**src/rtl/mult_share_arb.sv**
```systemverilog
// mult_share_arb
//   Shares one unsigned shift-add multiplier among N requesters using a
//   round-robin arbiter. A winner's operands are captured, M shift-add steps
//   are run, and the 2M-bit product is returned with a one-hot done pulse.
//
// Ports
//   clk     in  1     rising-edge clock
//   rst     in  1     asynchronous active-high reset
//   req     in  N     level request per requester
//   a_in    in  N*M   packed multiplicands, requester i at [i*M +: M]
//   b_in    in  N*M   packed multipliers, same packing
//   grant   out N     one-hot pulse, operands of the winner were just captured
//   done    out N     one-hot pulse, result is valid for that requester
//   result  out 2M    unsigned a*b, held until the next done
//   busy    out 1     high whenever the sequencer is not idle
module mult_share_arb #(
  parameter int M = 12,
  parameter int N = 4
) (
  input  logic             clk,
  input  logic             rst,
  input  logic [N-1:0]     req,
  input  logic [N*M-1:0]   a_in,
  input  logic [N*M-1:0]   b_in,
  output logic [N-1:0]     grant,
  output logic [N-1:0]     done,
  output logic [2*M-1:0]   result,
  output logic             busy
);

  localparam int IW = (N > 1) ? $clog2(N) : 1;
  localparam int CW = $clog2(M + 1);
  localparam logic [N-1:0] ONE = N'(1);

  typedef enum logic [1:0] {IDLE, RUN, DONE} state_t;

  state_t          state_q, state_d;
  logic [2*M:0]    acc_q, acc_d;
  logic [M-1:0]    b_q, b_d;
  logic [CW-1:0]   cnt_q, cnt_d;
  logic [IW-1:0]   owner_q, owner_d;
  logic [IW-1:0]   ptr_q, ptr_d;
  logic [N-1:0]    grant_q, grant_d;
  logic [N-1:0]    done_q, done_d;
  logic [2*M-1:0]  result_q, result_d;

  logic            win_found;
  logic [IW-1:0]   win_idx;
  logic [M:0]      sum;
  logic [2*M:0]    step;

  // Round-robin search starting at ptr; the first set request wins.
  always_comb begin
    int idx;
    logic [IW-1:0] cand;
    win_found = 1'b0;
    win_idx   = '0;
    idx       = 0;
    cand      = '0;
    for (int k = 0; k < N; k++) begin
      idx  = (int'(ptr_q) + k) % N;
      cand = IW'(idx);
      if (!win_found && req[cand]) begin
        win_found = 1'b1;
        win_idx   = cand;
      end
    end
  end

  // One shift-add step; the high-half sum is M+1 bits so the carry survives
  // the shift back into bit 2M-1.
  always_comb begin
    sum  = {1'b0, acc_q[2*M-1:M]} + {1'b0, b_q};
    step = acc_q[0] ? ({sum, acc_q[M-1:0]} >> 1) : (acc_q >> 1);
  end

  always_comb begin
    state_d  = state_q;
    acc_d    = acc_q;
    b_d      = b_q;
    cnt_d    = cnt_q;
    owner_d  = owner_q;
    ptr_d    = ptr_q;
    grant_d  = '0;
    done_d   = '0;
    result_d = result_q;
    unique case (state_q)
      IDLE: begin
        if (win_found) begin
          acc_d   = {{(M+1){1'b0}}, a_in[win_idx*M +: M]};
          b_d     = b_in[win_idx*M +: M];
          cnt_d   = '0;
          grant_d = ONE << win_idx;
          owner_d = win_idx;
          state_d = RUN;
        end
      end
      RUN: begin
        acc_d = step;
        cnt_d = cnt_q + 1'b1;
        if (cnt_q == CW'(M - 1)) state_d = DONE;
      end
      DONE: begin
        result_d = acc_q[2*M-1:0];
        done_d   = ONE << owner_q;
        // The served requester drops to lowest priority.
        ptr_d    = (owner_q == IW'(N - 1)) ? '0 : owner_q + 1'b1;
        state_d  = IDLE;
      end
      default: state_d = IDLE;
    endcase
  end

  always_ff @(posedge clk or posedge rst) begin
    if (rst) begin
      state_q  <= IDLE;
      acc_q    <= '0;
      b_q      <= '0;
      cnt_q    <= '0;
      owner_q  <= '0;
      ptr_q    <= '0;
      grant_q  <= '0;
      done_q   <= '0;
      result_q <= '0;
    end else begin
      state_q  <= state_d;
      acc_q    <= acc_d;
      b_q      <= b_d;
      cnt_q    <= cnt_d;
      owner_q  <= owner_d;
      ptr_q    <= ptr_d;
      grant_q  <= grant_d;
      done_q   <= done_d;
      result_q <= result_d;
    end
  end

  assign grant  = grant_q;
  assign done   = done_q;
  assign result = result_q;
  assign busy   = (state_q != IDLE);

endmodule

```
**config.mk**
```make
export PLATFORM = sky130hd
export DESIGN_NAME = mult_share_arb
export DESIGN_NICKNAME = d
export VERILOG_FILES = /design/src/rtl/mult_share_arb.sv
export SDC_FILE = /design/constraint.sdc
export NUM_CORES = 1
export LEC_CHECK = 0
export CORE_MARGIN = 4
export CORE_UTILIZATION = 35
export CTS_CLUSTER_DIAMETER = 100
export DETAILED_ROUTE_END_ITERATION = 6
export PLACE_DENSITY = 0.63
export SLEW_MARGIN = 20
export SYNTH_ARGS = -nofsm -noshare
export SYNTH_HDL_FRONTEND = slang
export SYNTH_SLANG_ARGS = --single-unit
```
**constraint.sdc**
```tcl
create_clock -name clk -period 2.3 [get_ports clk]
set_input_delay 0.23 -clock clk [delete_from_list [all_inputs] [get_ports clk]]
set_output_delay 0.23 -clock clk [all_outputs]
set_load 0.03 [all_outputs]
```
### After elaboration in Yosys (flattened, before gate mapping)

Cells that the tools add are included.

* add/subtract/negate cells: 6
* multipliers: 1
* $lt $le $gt $ge: 4
* equality and inequality tests: 6
* shift-type cells: 4
* multiplexer cells: 28
* reduce and logical (&&, ||, !) cells: 12

Operators with widths (count)
* $shiftx 48x7->12: 2
* $pmux 25 s2: 1
* $mux 25: 1
* $mux 24: 1
* $mux 4: 4
* $mux 2: 7
* $add 12x12->13: 1
* $lt 2x3->1 const B: 4
* $bmux 1 s2: 4
* $mux 1: 8
* $pmux 4 s2: 1
* $shl 1x2->4 const A: 2
* $reduce_and 2->1: 3
* $add 2x1->2 const B: 2
* $add 2x2->2 const B: 2
* $add 4x1->4 const B: 1
* $eq 2x2->1 const B: 2
* $eq 4x4->1 const B: 1
* $mul 2x2->4 const B: 1
* $ne 2x2->1 const B: 2
* $pmux 2 s2: 1
* $reduce_bool 2->1: 2
* $logic_and 1x1->1: 3
* $logic_not 1->1: 3
* 2 further kinds: 2

* bits in registers: 79
* input port bits: 102
* output and inout bits: 33

### Depth between registers and ports, before layout

Gate-level depths: netlist of run 1.

* depth after elaboration: 16
* mapped depth: 7
* gate-level depth less buffers: 7

### Least setup slack after synthesis of run 1

Ideal clock, no wire load.

* path kind: register -> register
* from: register acc_q[12]
* to: register acc_q[23]
* setup time: 0.126 ns
* arrival: 1.938 ns
* path slack: 0.236 ns
* cell stages (with the launch flop): 8
* buffers on the path: 0
* period minus slack after synthesis: 2.064 ns
* cells stage by stage: dfrtp_1 ha_1 fa_1 a211oi_1 nor2_1 o21ai_4 o21ai_2 a221o_1

* cells in the longest elaborated chain, start to end: 3

RTL lines
* start: declaration: line 38 `logic [2*M:0] acc_q, acc_d;`
* start signal: assignment: line 117 `acc_q <= '0;`
* start signal: assignment: line 127 `acc_q <= acc_d;`
* $add 12x12->13: line 73 `sum = {1'b0, acc_q[2*M-1:M]} + {1'b0, b_q};`
* $mux 24: line 74 `step = acc_q[0] ? ({sum, acc_q[M-1:0]} >> 1) : (acc_q >> 1);`
* $pmux 25 s2: line 87 `unique case (state_q)`

Every way passes these cells.
A chain may end at the register's enable or synchronous reset.

### Final worst setup path of run 1

Ends and elaborated chain as after synthesis.

==> out/qor.csv, run 1 <==
stage,metric,value,unit
drt,first_pass_iters,4,
sta,skew,0.00535,ns
clocking,cts_buffers,9,
die,io_pins,135,
global_routing,antenna_found_initial,0,
layout,fin_nets,698,
power,powerDensity,1270,mW/mm2
clocking,cts_tree,yes,
die,rows,40,
die,design.die.area,0.0143,mm2
synth,syn_area,0.00436,mm2
power,power.switching,3.20,mW
synth,synthCells,444,
sta,setup_tns,0,ns
drt,routed-via-count,3798,
global_routing,grt_usage,0.167,
sta,setup_viol_count_final,0,
die,fp.dieW,120,um
die,core_area,0.0121,mm2
power,power.leakage,2.72,nW
job,maxCapViolCount,0,
drt,drc_errors,0,
power,clockPowerShare,0.177,
die,die_h,120,um
layout,layout-drive-gt1-share,0.0669,
synth,synth_edf_count,0,
synth,ys_seq_elements,78,
synth,synth-simple-area-share,0.140,
worst_setup_path,startpoint_type,flop,
sta,max_freq,464,MHz
power,p_seq_frac,0.303,
global_routing,first_global_vias,3951,
sta,setup_slack,0.144,ns
synth,synthAdderAreaFrac,0.0534,
synth,synth_mux_area_frac,0.127,
placement,dp_hpwl,9010,um
synth,syn_nets,564,
sta,relSlewSlack,0.454,
sta,post-route-period-util,0.938,
synth,synth_top_family_by_area,compound AO/OA/AOI/OAI gates,
global_routing,grt_max_degree,57,
sta,min_period,2.16,ns
layout,fin_area,0.00624,mm2
drt,drtAntennaViolNets,0,
drt,vias_per_cell,5.06,
clocking,clk_path_buf_depth,2,
worst_setup_path,critPathKind,flop to flop,
global_routing,grt_pass1_wl,19500,um
sta,rsz0062_at_grt,false,
sta,finalHoldViolations,0,
layout,diodes,0,
power,p_comb_frac,0.520,
synth,synthArstFlopShare,1.00,
placement,io_buffers,134,
synth,avgSynthCellArea,9.81,um2
worst_setup_path,path_max_fanout,4,
layout,syn_to_final_growth,43.2,%
placement,place_ws,0.108,ns
clocking,clock-root-buffer,clkbuf_16,
clocking,clkTransAtPathRegs,0.06,ns
drt,drt_first_iter_violations,143,
global_routing,overflow,0,
clocking,clk_latency,0.33,ns
die,initial_utilization,0.360,
worst_setup_path,crit_arrival,2.37,ns
synth,yosysWarnings,0,
synth,synth_xor_area_frac,0.0141,
synth,synth_compound_area_frac,0.179,
drt,routed_wl,11800,um
synth,seq_area_frac_synth,0.448,
power,swShare,0.405,
placement,placed_cell_area,0.00594,mm2
run_status,outcome,finished clean,
clocking,h-tree-depth,3,
synth,ys_types,49,
sta,tightest_slew,0.819,ns
power,p_int,4.70,mW
clocking,cts_sinks,78,
worst_setup_path,cp.required,2.51,ns
worst_setup_path,endpoint_kind,flop,
drt,wire_per_inst,15.7,um
sta,slew_viol_final,0,
placement,place_congestion,0.851,
synth,ys.flop_type,dfrtp_1,
power,max-vdd-ir-drop,0.000476,V
hold_path,hold_class,input pin to asynchronous set/reset pin,
[power groups by stage]
stage	Sequential, mW	Clock [mW]	Combinational, mW
floorplan	2.54	0	2.72
global placement	2.40	0	4.01
detailed placement	2.42	0	4.09
CTS	2.40	1.43	4.12
global route	2.48	1.50	4.55
finish	2.39	1.40	4.11
[metal layers]
metal | GRT usage | up-vias | share of wire
li1 | - | 1889 | -
met1 | 0.221 | 1803 | 0.45
met2 | 0.270 | 99 | 0.49
met3 | 0.0377 | 7 | 0.052
met4 | 0.0601 | 0 | 0.0095
met5 | 0 | - | 0
[layout by cell type (no fill, tap or decap), types with 2 or more instances in the layout]
master | Yosys | routed
nor3_1 | 2 | 2
mux2_1 | 2 | 2
dfrtp_1 | 78 | 78
a21oi_1 | 12 | 12
a211oi_1 | 6 | 5
o21ai_0 | 14 | 14
nor2_1 | 16 | 16
inv_1 | 10 | 9
ha_1 | 17 | 17
o221ai_1 | 25 | 25
nand2_1 | 97 | 97
a22oi_1 | 14 | 14
a221oi_1 | 2 | 2
buf_4 | 5 | 11
clkbuf_1 | 12 | 3
clkinv_2 | 0 | 2
nand2b_1 | 7 | 7
o211ai_1 | 3 | 3
xnor2_1 | 3 | 3
nor2b_2 | 0 | 2
clkdlybuf4s50_1 | 0 | 134
xor2_1 | 4 | 4
a32oi_1 | 2 | 2
buf_12 | 0 | 3
and2_1 | 5 | 5
a21o_1 | 3 | 3
nand3_1 | 4 | 4
mux2i_1 | 53 | 53
clkbuf_16 | 0 | 9
and3_1 | 2 | 2
o21ai_1 | 12 | 12
nor4_1 | 3 | 3
[cells by family after synthesis]
logic type | Yosys count
and+or+nand+nor | 143
buffers and inverters | 36
DFF | 78
AOI/OAI and AO/OA | 107
adders and majority gates | 18
muxes | 55
xor gates and xnor gates | 7
[layout make-up]
class / instances / area, um2
repair buffers: 148 / 1480
well taps: 168 / 210
flip-flops and latches: 78 / 1950
clock inverters: 3 / 43.8
multi-input cells: 330 / 2250
fillers: 1161 / 5870
inverters: 11 / 42.5
clock buffers: 13 / 250
[flip-flops by register name, summed over array words and instances (netlist names)]
register  cells
b_q          12
cnt_q         4
state_q       2
result       24
ptr_q         2
acc_q        24
grant         4
done          4
owner_q       2
[stage by stage]
step | hold slack, ns | utilization | power [mW] | instances
after floorplan | 0.439 | - | 5.26 | 444
after global placement | 0.459 | 0.490 | 6.40 | 735
after detailed placement | 0.466 | 0.490 | 6.51 | 735
after CTS | 0.209 | 0.514 | 7.94 | 751
after global routing | 0.235 | 0.515 | 8.53 | 751
final | 0.202 | 0.515 | 7.90 | 751
[synthesized netlist by cell type (5+ instances only)]
library cell	count	area, um2
a211oi_1	6	45.0
a21oi_1	12	60.1
a22oi_1	14	105
and2_1	5	31.3
buf_2	8	40.0
buf_4	5	37.5
clkbuf_1	12	45.0
dfrtp_1	78	1950
ha_1	17	213
inv_1	10	37.5
mux2i_1	53	531
nand2_1	97	364
nand2b_1	7	43.8
nor2_1	16	60.1
o21ai_0	14	70.1
o21ai_1	12	60.1
o221ai_1	25	219
[critical path: stages (launching register included)]
cell and delay, ns:
dfrtp_1 0.42, ha_1 0.26, fa_2 0.38, a211oi_1 0.22
nor2_1 0.14, o21ai_4 0.22, o21ai_2 0.08, a221o_1 0.32
[what timing repair did]
action                                  CTS  global route
hold buffers                              0             0
resized for setup                         0             2
endpoints found under the setup margin    0             3
setup buffers                             0             0
[final timing paths]
kind,endpoint,slack (ns),startpoint,cells after the start
worst max-delay path,acc_q[23]$_DFFE_PP0P_,0.14,acc_q[12]$_DFFE_PP0P_,7
worst min-delay path,done[2]$_DFF_PP0_,0.20,rst,2
worst max register to register,acc_q[23]$_DFFE_PP0P_,0.14,acc_q[12]$_DFFE_PP0P_,7
worst min register to register,result[19]$_DFFE_PP0P_,0.47,result[19]$_DFFE_PP0P_,2
max in group asynchronous,acc_q[16]$_DFFE_PP0P_,1.47,rst,3
min in group clk,result[19]$_DFFE_PP0P_,0.47,result[19]$_DFFE_PP0P_,2
No activity file was read; power rests on OpenSTA's default activity.
==> inputs of run 2 (changes only) <==
Settings changed: GPL_ROUTABILITY_DRIVEN set to 0.
Clock period 2.3 ns to 1.7 ns, I/O delays scaled along.
==> run 2 against run 1 <==
- the run now ends with negative setup slack left
- sequential power up 31%
- die area unchanged
- sequential share of layout area down 3.4 points
- critical path type unchanged
- fmax up 8.7%
- via count up 5.3%
- first-iteration DRC count up 24%
- largest power group unchanged
- clock-buffer cell count down 4
- sequential cell count unchanged
- critical endpoint is now acc_q[20]$_DFFE_PP0P_
- design area up 12%
- worst setup slack worse by 0.43 ns
- clock skew up 0.00058 ns
==> out/qor.csv, run 2 (synthesized netlist as in run 1, its figures left out) <==
stage,metric,value,unit,change
drt,drt_first_iter_violations,177,,was 143
sta,min_period,1.98,ns,was 2.16 ns
sta,post-route-period-util,1.17,,was 0.938
job,maxCapViolCount,0,,unchanged
drt,first_pass_iters,4,,unchanged
clocking,clkTransAtPathRegs,0.06,ns,about the same
clocking,cts_buffers,9,,unchanged
worst_setup_path,startpoint_type,flop,,unchanged
sta,tightest_slew,0.577,ns,was 0.819 ns
die,rows,40,,unchanged
power,p_comb_frac,0.586,,was 0.520
drt,routed-via-count,4000,,"was 3,798"
clocking,cts_tree,yes,,unchanged
placement,dp_hpwl,9640,um,was 9010 um
global_routing,grt_usage,0.179,,was 0.167
layout,final_common_cell,clkdlybuf4s50_1,,unchanged
power,p_int,7.67,mW,was 4.70 mW
sta,rsz0062_at_grt,true,,was false
power,p_seq_frac,0.249,,was 0.303
die,design.die.area,0.0143,mm2,unchanged
sta,skew,0.00592,ns,was 0.00535 ns
worst_setup_path,crit_arrival,2.20,ns,was 2.37 ns
sta,setup_tns,-1.71,ns,was 0 ns
drt,drc_errors,0,,unchanged
die,io_pins,135,,unchanged
worst_setup_path,endpoint_kind,flop,,unchanged
clocking,clk_path_buf_depth,2,,unchanged
layout,multi_input_area,0.00241,mm2,was 0.00225 mm2
placement,io_buffers,134,,unchanged
layout,fillers,1091,,"was 1,161"
power,powerDensity,1800,mW/mm2,was 1270 mW/mm2
clocking,clk_latency,0.33,ns,about the same
clocking,clock-root-buffer,clkbuf_16,,unchanged
worst_setup_path,critPathKind,flop to flop,,unchanged
layout,fin_nets,754,,was 698
run_status,violations,negative setup slack,,
power,clockPowerShare,0.164,,was 0.177
drt,vias_per_cell,4.96,,was 5.06
drt,wire_per_inst,15.9,um,was 15.7 um
drt,drtAntennaViolNets,0,,unchanged
placement,place_ws,-0.313,ns,was 0.108 ns
worst_setup_path,critPathLaunch,b_q[1]$_DFFE_PP0P_,,was acc_q[12]$_DFFE_PP0P_
worst_setup_path,r2r_cells,7,,unchanged
die,die_h,120,um,unchanged
run_status,outcome,"finished, violations left",,was finished clean
power,power.leakage,3.08,nW,was 2.72 nW
worst_setup_path,timing.rr.start,b_q[1]$_DFFE_PP0P_,,was acc_q[12]$_DFFE_PP0P_
global_routing,grt_max_degree,46,,was 57
global_routing,first_global_vias,4252,,"was 3,951"
sta,relSlewSlack,0.615,,was 0.454
sta,slew_viol_final,0,,unchanged
layout,layout-drive-gt1-share,0.199,,was 0.0669
sta,max_freq,504,MHz,was 464 MHz
clocking,h-tree-depth,3,,unchanged
sta,setup_slack,-0.284,ns,was 0.144 ns
global_routing,overflow,0,,unchanged
worst_setup_path,path_max_fanout,3,,was 4
global_routing,antenna_found_initial,0,,unchanged
power,swShare,0.390,,was 0.405
power,power.switching,4.91,mW,was 3.20 mW
power,max-vdd-ir-drop,0.000643,V,was 0.000476 V
worst_setup_path,cp.required,1.92,ns,was 2.51 ns
sta,hold_ws,0.105,ns,was 0.202 ns
die,initial_utilization,0.360,,unchanged
global_routing,grt_pass1_wl,20600,um,"was 19,500 um"
layout,regArea,0.00195,mm2,unchanged
layout,mostFrequentLayoutCells,"clkdlybuf4s50_1, nand2_1, dfrtp_1",,unchanged
drt,routed_wl,12800,um,"was 11,800 um"
layout,diodes,0,,unchanged
die,core_area,0.0121,mm2,unchanged
sta,finalHoldViolations,0,,unchanged
layout,syn_to_final_growth,60.5,%,was 43.2%
die,fp.dieW,120,um,unchanged
hold_path,hold_class,input pin to asynchronous set/reset pin,,unchanged
sta,setup_viol_count_final,13,,was 0
clocking,cts_sinks,78,,unchanged
[run 2: cell count changes in the layout (fill, tap and decap cells not counted), sizes merged]
cell,previous run,this run
clkinv,3,4
clkdlybuf4s50,134,133
clkinvlp,0,1
inv,10,11
bufinv,1,2
clkbuf,13,10
dlygate4sd2,0,1
buf,14,69
[run 2: area by class of cell]
type	count	share of cell area
tap	168	0.0301
timing repair buffer	204	0.293
clock inverter	7	0.0138
sequential	78	0.279
inverter	11	0.00644
clock buffer	9	0.0322
multi-input combinational	330	0.345
[run 2: final timing paths]
check / to / slack, ns
max: acc_q[20]$_DFFE_PP0P_ / -0.28
min: owner_q[0]$_DFFE_PP0P_ / 0.10
max reg2reg: acc_q[20]$_DFFE_PP0P_ / -0.28
min reg2reg: result[13]$_DFFE_PP0P_ / 0.47
max in group asynchronous: b_q[4]$_DFFE_PP0P_ / 1.12
min in group clk: result[13]$_DFFE_PP0P_ / 0.47
[run 2: worst max-delay path, cell delays in order (launching register included)]
cell	delay (ns)
dfrtp_1	0.40
ha_1	0.30
a211oi_1	0.27
buf_4	0.18
o211ai_1	0.13
a221oi_2	0.29
xor2_1	0.23
o21ai_1	0.08
[run 2: stage by stage]
stage | instance area, um2 | util | total power, mW | instances
finish | 6990 | 0.577 | 12.6 | 807
global route | 6990 | 0.577 | 13.5 | 807
CTS | 6770 | 0.559 | 12.2 | 801
detailed placement | 6360 | 0.525 | 9.79 | 782
global placement | 6360 | 0.525 | 9.64 | 782
floorplan | 4380 | - | 7.17 | 444
[run 2: power groups by stage]
stage / Sequential (mW) / Clock, mW / Combinational [mW]
3_5_place_dp: 3.16 / 0 / 6.62
6_report: 3.14 / 2.07 / 7.38
3_3_place_gp: 3.15 / 0 / 6.49
2_1_floorplan: 3.43 / 0 / 3.73
4_1_cts: 3.14 / 2.11 / 6.94
5_1_grt: 3.24 / 2.19 / 8.03
[run 2: routing by layer]
metal  global-route usage  up-vias  part of all wire
li1                     -     1996                 -
met1                0.237     1891              0.46
met2                0.290      105              0.47
met3               0.0504        8             0.059
met4               0.0451        0             0.010
met5                    0        -                 0
[run 2: repair_timing]
item                       in CTS  in global routing
setup endpoints to repair      12                 34
gates cloned                    1                  1
buffers inserted                2                  7
hold buffers                    0                  0
pin swaps                       6                 22
resized for setup              12                 39
==> inputs of run 3 (changes only) <==
Settings changed: CORE_UTILIZATION 35 to 43, CTS_CLUSTER_DIAMETER 100 to unset, PLACE_DENSITY 0.63 to 0.76.
==> run 3 against run 2 <==
- the run still ends with negative setup slack left
- critical path depth increased by 2
- critical path type unchanged
- fmax fell by 2.1%
- clock skew is 0.0042 ns higher
- die area down 17%
- worst hold slack worse by 0.0064 ns
- sequential power is 2% higher
- utilization increased by 13 points
- clock power down 37%
- largest cell class unchanged
- global-route usage grew 4.1 points
- via count is 6.4% higher
==> out/qor.csv, run 3 (synthesized netlist as in run 1, its figures left out) <==
stage,metric,value,unit,change
drt,drc_errors,0,,unchanged
worst_setup_path,r2r_cells,9,,was 7
layout,fillers,731,,"was 1,091"
run_status,outcome,"finished, violations left",,unchanged
drt,first_pass_iters,6,,was 4
hold_path,hold_class,input pin to asynchronous set/reset pin,,unchanged
worst_setup_path,crit_arrival,2.26,ns,was 2.20 ns
layout,diodes,0,,unchanged
power,max-vdd-ir-drop,0.000816,V,was 0.000643 V
worst_setup_path,critPathKind,flop to flop,,unchanged
worst_setup_path,r2r_setup_slack,-0.33,ns,was -0.28 ns
sta,setup_slack,-0.327,ns,was -0.284 ns
sta,min_period,2.03,ns,was 1.98 ns
worst_setup_path,endpoint_kind,flop,,unchanged
clocking,clkTransAtPathRegs,0.08,ns,was 0.06 ns
power,power.leakage,3.05,nW,was 3.08 nW
die,fp.dieW,109,um,was 120 um
drt,routed-via-count,4257,,"was 4,000"
drt,drtAntennaViolNets,0,,unchanged
clocking,cts_tree,yes,,unchanged
drt,vias_per_cell,5.49,,was 4.96
die,design.die.area,0.0118,mm2,was 0.0143 mm2
worst_setup_path,critPathLaunch,b_q[0]$_DFFE_PP0P_,,was b_q[1]$_DFFE_PP0P_
sta,setup_viol_count_final,19,,was 13
sta,rsz0062_at_grt,true,,unchanged
clocking,h-tree-depth,3,,unchanged
sta,skew,0.0102,ns,was 0.00592 ns
power,powerDensity,1800,mW/mm2,about the same
worst_setup_path,timing.rr.start,b_q[0]$_DFFE_PP0P_,,was b_q[1]$_DFFE_PP0P_
clocking,clk_path_buf_depth,2,,unchanged
layout,mostFrequentLayoutCells,"clkdlybuf4s50_1, nand2_1, dfrtp_1",,unchanged
clocking,cts_sinks,78,,unchanged
clocking,clock-root-buffer,clkbuf_8,,was clkbuf_16
drt,routed_wl,13600,um,"was 12,800 um"
die,die_h,109,um,was 120 um
global_routing,grt_max_degree,56,,was 46
worst_setup_path,startpoint_type,flop,,unchanged
global_routing,antenna_found_initial,0,,unchanged
sta,post-route-period-util,1.19,,was 1.17
layout,final_common_cell,clkdlybuf4s50_1,,unchanged
worst_setup_path,r2r-end,acc_q[15]$_DFFE_PP0P_,,was acc_q[20]$_DFFE_PP0P_
placement,dp_cells,738,,was 782
clocking,clk_latency,0.36,ns,was 0.33 ns
drt,drt_first_iter_violations,267,,was 177
worst_setup_path,cp.required,1.93,ns,was 1.92 ns
sta,max_freq,493,MHz,was 504 MHz
layout,fin_nets,757,,was 754
global_routing,grt_usage,0.220,,was 0.179
clocking,cts_buffers,9,,unchanged
global_routing,first_global_vias,4197,,"was 4,252"
layout,stdcell_count,775,,was 807
global_routing,grt_pass1_wl,20300,um,"was 20,600 um"
global_routing,overflow,0,,unchanged
sta,finalHoldViolations,0,,unchanged
placement,io_buffers,134,,unchanged
die,initial_utilization,0.444,,was 0.360
run_status,violations,negative setup slack,,unchanged
layout,syn_to_final_growth,59.0,%,was 60.5%
worst_setup_path,path_max_fanout,2,,was 3
sta,tightest_slew,0.562,ns,was 0.577 ns
power,p_total,12.4,mW,was 12.6 mW
sta,slew_viol_final,0,,unchanged
clocking,cts_hold_buf,0,,unchanged
layout,layout-drive-gt1-share,0.209,,was 0.199
drt,wire_per_inst,17.6,um,was 15.9 um
placement,dp_hpwl,8960,um,was 9640 um
sta,relSlewSlack,0.625,,was 0.615
job,maxCapViolCount,0,,unchanged
die,rows,36,,was 40
die,io_pins,135,,unchanged
die,core_area,0.00982,mm2,was 0.0121 mm2
## run 3: cell types whose count changed in the layout (fill, tap and decap cells not counted), moves of 4 or more
| cell | change |
|---|---|
| buf_16 | +4 |
| clkbuf_16 | -8 |
| clkbuf_8 | +11 |
| mux2i_1 | +4 |
## run 3: stage by stage
| step | setup WS [ns] | utilization | area [um2] | TNS, ns | hold WS (ns) |
|---|---|---|---|---|---|
| 2_1_floorplan | -0.210 | - | 4380 | -0.607 | 0.379 |
| 3_3_place_gp | -0.297 | 0.633 | 6220 | -8.28 | 0.460 |
| 3_5_place_dp | -0.399 | 0.633 | 6220 | -10.83 | 0.463 |
| 4_1_cts | -0.294 | 0.688 | 6760 | -1.57 | 0.0958 |
| 5_1_grt | -0.400 | 0.705 | 6930 | -4.13 | 0.118 |
| 6_report | -0.327 | 0.705 | 6930 | -2.12 | 0.0983 |
## run 3: worst max path at each step
stage | slack (ns) | end
after detailed placement | -0.40 | b_q[0]$_DFFE_PP0P_
after floorplan | -0.21 | acc_q[23]$_DFFE_PP0P_
final | -0.33 | acc_q[15]$_DFFE_PP0P_
after global routing | -0.40 | acc_q[15]$_DFFE_PP0P_
after CTS | -0.29 | acc_q[23]$_DFFE_PP0P_
after global placement | -0.30 | acc_q[23]$_DFFE_PP0P_
## run 3: final cells by class
cell class                 count  area, um2  share of cell area
clock inverter                 5       33.8             0.00488
sequential                    78       1950               0.282
timing repair buffer         207       2130               0.307
inverter                      11       45.0             0.00650
multi-input combinational    330       2450               0.354
tap                          133        166              0.0240
clock buffer                  11        151              0.0219
## run 3: worst max-delay path: stages (launching register included)
cell and delay, ns:
dfrtp_2 0.45, ha_4 0.18, fa_2 0.35, buf_4 0.15, buf_6 0.11, a21o_1 0.15
a211oi_2 0.22, nor3_2 0.07, a21oi_1 0.14, o21ai_1 0.08
## run 3: per-layer routing
layer  vias up  global-route usage  part of all wire
li1       2006                   -                 -
met1      2037               0.279              0.41
met2       174               0.365              0.49
met3        40              0.0414             0.071
met4         0               0.103             0.033
met5         -                   0                 0
## run 3: what timing repair did
item / CTS / global route
endpoints found under the hold margin: 0 / 0
resized for setup: 25 / 27
gates cloned: 5 / 2
endpoints found under the setup margin: 29 / 61
setup buffers: 10 / 6
pin swaps: 9 / 22
## run 3: where the power goes
part	internal (mW)	switching, mW	total (mW)
registers	2.60	0.605	3.20
clock network	0.607	0.694	1.30
logic	4.08	3.86	7.93
